$ cat config.mk
export PLATFORM = sky130hd
export DESIGN_NAME = stage_4
export DESIGN_NICKNAME = d
export VERILOG_FILES = /design/src/rtl/stage_4_pkg.sv /design/src/rtl/stage_4_load_align.sv /design/src/rtl/stage_4.sv
export SDC_FILE = /design/constraint.sdc
export NUM_CORES = 1
export LEC_CHECK = 0
export BUFFER_PORTS_ARGS = -buffer_cell sky130_fd_sc_hd__buf_4
export CAP_MARGIN = 25
export CORE_AREA = 2 2 103 130
export CTS_CLUSTER_SIZE = 25
export DETAILED_ROUTE_END_ITERATION = 8
export DIE_AREA = 0 0 105 132
export PLACE_DENSITY = 0.87
export SETUP_SLACK_MARGIN = 0.5
export SLEW_MARGIN = 5
export SYNTH_ARGS = -nofsm -noshare
export SYNTH_HDL_FRONTEND = slang
export SYNTH_SLANG_ARGS = --single-unit
$ cat constraint.sdc
create_clock -name clk -period 2.55 [get_ports clk]
set_input_delay 0.51 -clock clk [delete_from_list [all_inputs] [get_ports clk]]
set_output_delay 0.51 -clock clk [all_outputs]
set_load 0.05 [all_outputs]
$ cat src/rtl/stage_4_pkg.sv
// stage_4_pkg: opcodes, load/store width codes, FSM states and access legality check for the memory stage
package stage_4_pkg;

    localparam logic [6:0] OPC_LOAD  = 7'b0000011;
    localparam logic [6:0] OPC_STORE = 7'b0100011;

    localparam logic [2:0] F3_B  = 3'b000;
    localparam logic [2:0] F3_H  = 3'b001;
    localparam logic [2:0] F3_W  = 3'b010;
    localparam logic [2:0] F3_BU = 3'b100;
    localparam logic [2:0] F3_HU = 3'b101;

    typedef enum logic [1:0] {
        S_IDLE   = 2'd0,
        S_ACCESS = 2'd1,
        S_RESP   = 2'd2
    } state_t;

    // legal width code for the direction and natural alignment of the address
    function automatic logic access_ok(input logic [2:0] f3, input logic [1:0] a, input logic st);
        return f3 == F3_B || (f3 == F3_H && !a[0]) || (f3 == F3_W && a == 2'b00) ||
               (!st && (f3 == F3_BU || (f3 == F3_HU && !a[0])));
    endfunction

endpackage

$ cat src/rtl/stage_4_load_align.sv
// stage_4_load_align: selects the addressed byte/half of a read word and sign/zero extends it
module stage_4_load_align
    import stage_4_pkg::*;
(
    input  logic [31:0] rdata,
    input  logic [1:0]  addr,
    input  logic [2:0]  func_3,
    output logic [31:0] data
);

    logic [7:0]  b;
    logic [15:0] h;

    assign b = rdata[{addr, 3'b000} +: 8];
    assign h = addr[1] ? rdata[31:16] : rdata[15:0];

    // extension by width code; word loads pass through verbatim
    always_comb begin
        data = func_3 == F3_B  ? {{24{b[7]}}, b} :
               func_3 == F3_BU ? {24'h0, b} :
               func_3 == F3_H  ? {{16{h[15]}}, h} :
               func_3 == F3_HU ? {16'h0, h} : rdata;
    end

endmodule

$ cat src/rtl/stage_4.sv
// stage_4: RV32I memory-access stage; drives data memory over req/ack and forwards results to writeback
module stage_4
    import stage_4_pkg::*;
#(
    parameter int TIMEOUT = 255
) (
    input  logic        clk,
    input  logic        rst_n,
    input  logic        i_valid,
    input  logic [31:0] i_alu_out,
    input  logic [31:0] i_rs_2,
    input  logic [4:0]  i_rd_num,
    input  logic [6:0]  i_opcode,
    input  logic [2:0]  i_func_3,
    input  logic        i_op_type,
    output logic        stall,
    output logic        mem_req,
    output logic        mem_we,
    output logic [31:0] mem_addr,
    output logic [31:0] mem_wdata,
    output logic [3:0]  mem_wstrb,
    input  logic [31:0] mem_rdata,
    input  logic        mem_ack,
    output logic        o_valid,
    output logic        o_wb_en,
    output logic [4:0]  o_rd_num,
    output logic [31:0] o_wb_data,
    output logic        o_misaligned,
    output logic        o_bus_err
);

    localparam int CW = $clog2(TIMEOUT + 1);

    state_t        state, state_nx;
    logic [CW-1:0] wait_cnt;
    logic [1:0]    lane;
    logic [2:0]    f3_q;
    logic [31:0]   load_val;
    logic          is_st, mem_ok, idle_v, take_alu, take_mem, take_bad, done;

    assign is_st    = i_opcode == OPC_STORE;
    assign mem_ok   = (i_opcode == OPC_LOAD || is_st) && access_ok(i_func_3, i_alu_out[1:0], is_st);
    assign idle_v   = state == S_IDLE && i_valid;
    assign take_alu = idle_v && !i_op_type;
    assign take_mem = idle_v && i_op_type && mem_ok;
    assign take_bad = idle_v && i_op_type && !mem_ok;
    assign done     = state == S_ACCESS && (mem_ack || wait_cnt == CW'(TIMEOUT - 1));
    assign stall    = state == S_ACCESS;
    assign mem_req  = state == S_ACCESS;

    stage_4_load_align u_align (
        .rdata  (mem_rdata),
        .addr   (lane),
        .func_3 (f3_q),
        .data   (load_val)
    );

    // next state: accept a legal memory op, finish on ack or timeout, then one response cycle
    always_comb begin
        state_nx = take_mem ? S_ACCESS : done ? S_RESP : state == S_RESP ? S_IDLE : state;
    end

    // state register; reset abandons any outstanding access, dropping mem_req at once
    always_ff @(posedge clk or negedge rst_n) begin
        if (!rst_n) state <= S_IDLE;
        else        state <= state_nx;
    end

    // request latches, wait counter and writeback bundle
    always_ff @(posedge clk or negedge rst_n) begin
        if (!rst_n) begin
            wait_cnt     <= '0;
            lane         <= '0;
            f3_q         <= '0;
            mem_we       <= 1'b0;
            mem_addr     <= '0;
            mem_wdata    <= '0;
            mem_wstrb    <= '0;
            o_valid      <= 1'b0;
            o_wb_en      <= 1'b0;
            o_rd_num     <= '0;
            o_wb_data    <= '0;
            o_misaligned <= 1'b0;
            o_bus_err    <= 1'b0;
        end else begin
            o_valid      <= take_alu || take_bad || done;
            o_misaligned <= take_bad;
            o_bus_err    <= done && !mem_ack;
            o_wb_en      <= take_alu ? i_rd_num != 5'd0 : done && mem_ack && !mem_we && o_rd_num != 5'd0;
            wait_cnt     <= state == S_ACCESS ? wait_cnt + 1'b1 : '0;
            if (idle_v) o_rd_num <= i_rd_num;
            if (take_alu || take_bad) o_wb_data <= i_alu_out;
            if (done) o_wb_data <= mem_ack && !mem_we ? load_val : '0;
            if (take_mem) begin
                mem_we    <= is_st;
                mem_addr  <= {i_alu_out[31:2], 2'b00};
                lane      <= i_alu_out[1:0];
                f3_q      <= i_func_3;
                mem_wstrb <= !is_st ? 4'h0 : i_func_3[1] ? 4'hF :
                             i_func_3[0] ? 4'b0011 << i_alu_out[1:0] : 4'b0001 << i_alu_out[1:0];
                mem_wdata <= !is_st ? 32'h0 : i_func_3[1] ? i_rs_2 :
                             i_func_3[0] ? {2{i_rs_2[15:0]}} : {4{i_rs_2[7:0]}};
            end
        end
    end

endmodule
==> reports/metrics.cfg <==
[outcome]
outcome=completed

[finish]
final_cell_mix=244 x buf_4, 123 x dfrtp_1, 91 x o21ai_0, 51 x nand2_1
postLayoutCellArea_um2=8656
seqCellArea_um2=3078
drive_above_1_share_pct=44.27
syn_to_final_growth_pct=40.47
multi_input_area_um2=2868
final_nets=891
n_fill_cell=891
final_common_cell=buf_4
antenna_cells=0
final_util_pct=68.99

[global_routing]
grt_pass1_vias=5656
grt_max_degree=71
overflow=0
antenna_found_initial=0
grt_pass1_wl_um=29800
track_usage_pct=27.08

[drt]
drt-wirelength-per-cell_um=19.95
viasPerCell=5.761
initialDrtViolationCount=268
detail_route.wirelength_um=19030
first_pass_iters=5
vias=5496
drc=0
ant_nets=0

[logic_synthesis]
synth-async-reset-ratio_pct=100.0
synth_top_area_share_pct=49.95
avgSynthCellArea_um2=11.27
synth_edf_count=0
ys_seq_area_share_pct=49.95
synth_warnings=0
syn_area_um2=6162
yosysTopAreaCell=dfrtp_1
ys_ff_latch=123
synth_cell_type_count=50
ys.flop_type=dfrtp_1
syn_inst=547
synthTopCellsByArea=dfrtp_1 50%, mux2_4 7.8%, o21ai_0 7.5%, a2bb2oi_1 4.5%, nand2_1 3.1%

[timing]
finalCritPeriodShare_pct=76.41
setup_ws_ns=0.6015
maxSlewViolCount=0
skew_ns=0.01005
final.min_clock_period_ns=1.949
tightestPinTransition_ns=0.6633
setup_viol=0
rsz0062_at_grt=true
fin_tns_setup_ns=0
hold_viol=0
maxSlewHeadroom_pct=55.78
fmax_ghz=0.5132

[worst_setup_path]
crit_arrival_ns=2.25
crit_type=reg2reg
r2r_end=o_wb_data[30]
r2r_cells=7
crit_required_ns=2.85
cp-start-kind=register
reg2reg_from=wait_cnt[2]
slowest_delay_ns=0.41
crit_start=wait_cnt[2]
path_depth=7
cp_num_buf_inv=2
crit_chain=and4_1 > a41o_1 > nand2_1 > buf_4 > nand2_1 > buf_4 > a2bb2oi_1
cp-endpoint=o_wb_data[30]
path_max_fanout=33
ff2ff_setup_slack_ns=0.60
cpLargestDelayFamily=buffers and inverters
critPathSlowestCell=dfrtp_1
setup.worst_path.end_class=register

[die]
die_area_um2=13860
initial_core_util_pct=49.11
rows=46
io_pins=228
die_height_um=132
die_w_um=105
core-area_um2=12550

[clock_network]
cts-htree-levels=4
clk_pin_slew_ns=0.06
ctsHoldBuffers=0
cts_buffers=17
clk_path_buf_depth=2
root_buffer=clkbuf_16
clock-sinks=123
cts_tree=done
clk_latency_ns=0.41

[placement]
port-buffer-count=225
placed_area_um2=8024
dp_slack_ns=0.3058
finalWeightedCongestion=0.8515
hpwlAfterDp_um=13890

[power]
peakVddDrop_mv=0.3768
power.density_nw_per_um2=651.7
p_leak_nw=4.257

[worst_hold_path]
hold_path_class=in2async

[job]
maxCapViolCount=0

-- synth_stat cells (7+ instances only) --
cell,n
mux2_4,32
mux4_2,8
nand2_1,51
nor2_1,17
o21ai_0,92
nand2b_1,8
and2_1,15
mux2_2,17
buf_2,7
a2bb2oi_1,32
a22o_1,16
mux2i_1,10
clkbuf_1,25
dfrtp_1,123
a221o_1,7
nor2b_1,18
-- kinds of logic (layout without fill, tap and decap cells) --
kind of cell             Yosys count  in the layout  share of synthesized area (%)
multiplexers                      67             67                          15.45
XOR/XNOR                           6              6                         0.8528
other                              1              2                        0.06086
AND/OR/NAND/NOR                  129            129                          10.98
buffers and inverters             49            287                          3.939
adder cells (fa/ha/maj)            2              2                         0.4060
AO/OA/AOI/OAI                    170            170                          18.36
flip-flops                       123            123                          49.95
-- state kept, by name, indices dropped and copies added (netlist names), 2 cells and up --
name       cells
mem_wdata     32
state          2
mem_wstrb      4
o_wb_data     32
wait_cnt       8
f3_q           3
o_rd_num       5
lane           2
mem_addr      30
-- through the flow --
stage | cells | hold WS [ns] | power (mW)
2_1_floorplan | 548 | 0.2144 | 2.836
3_3_place_gp | 917 | 0.4539 | 3.294
3_5_place_dp | 917 | 0.4657 | 3.327
4_1_cts | 950 | 0.1266 | 5.675
5_1_grt | 954 | 0.1343 | 5.826
6_report | 954 | 0.1171 | 5.641
-- cell type report --
class                   count  share of cell area, %
clock buffers              20                  5.276
clock inverters            12                  1.417
inverters                   7                 0.3036
multi-input cells         376                  33.13
flip-flops and latches    123                  35.56
well taps                 168                  2.428
repair buffers            248                  21.88
-- where the power goes --
| group | leakage [nW] | total, mW | internal [mW] | switching (mW) |
|---|---|---|---|---|
| clock network | 0.285 | 2.34 | 1.48 | 0.859 |
| logic | 2.36 | 1.16 | 0.452 | 0.711 |
| registers | 1.61 | 2.14 | 2.06 | 0.0764 |
-- per-layer routing --
| metal | vias up | GRT usage [%] | wire, µm | share of wire [%] |
|---|---|---|---|---|
| li1 | 2448 | - | - | - |
| met1 | 2702 | 31.01 | 7130 | 37 |
| met2 | 304 | 48.20 | 9870 | 52 |
| met3 | 42 | 7.019 | 1507 | 7.9 |
| met4 | 0 | 10.44 | 520 | 2.7 |
| met5 | - | 0 | 0 | 0 |
-- what timing repair did --
action                                  4_1_cts  5_1_grt
setup buffers                                 1        4
endpoints found under the setup margin        3       22
gates resized for setup                       1        3
pin swaps                                     1        0
-- worst min path at each step --
stage / from / endpoint / slack (ns) / cells after the start
global route: rst_n / mem_addr[18] / 0.13 / 2
global placement: mem_wstrb[0] / mem_wstrb[0] / 0.45 / 2
detailed placement: mem_wstrb[0] / mem_wstrb[0] / 0.47 / 2
CTS: rst_n / mem_addr[18] / 0.13 / 2
finish: rst_n / o_wb_data[16] / 0.12 / 2
floorplan: rst_n / f3_q[0] / 0.21 / 0
Power figures use the tool's default switching activity.
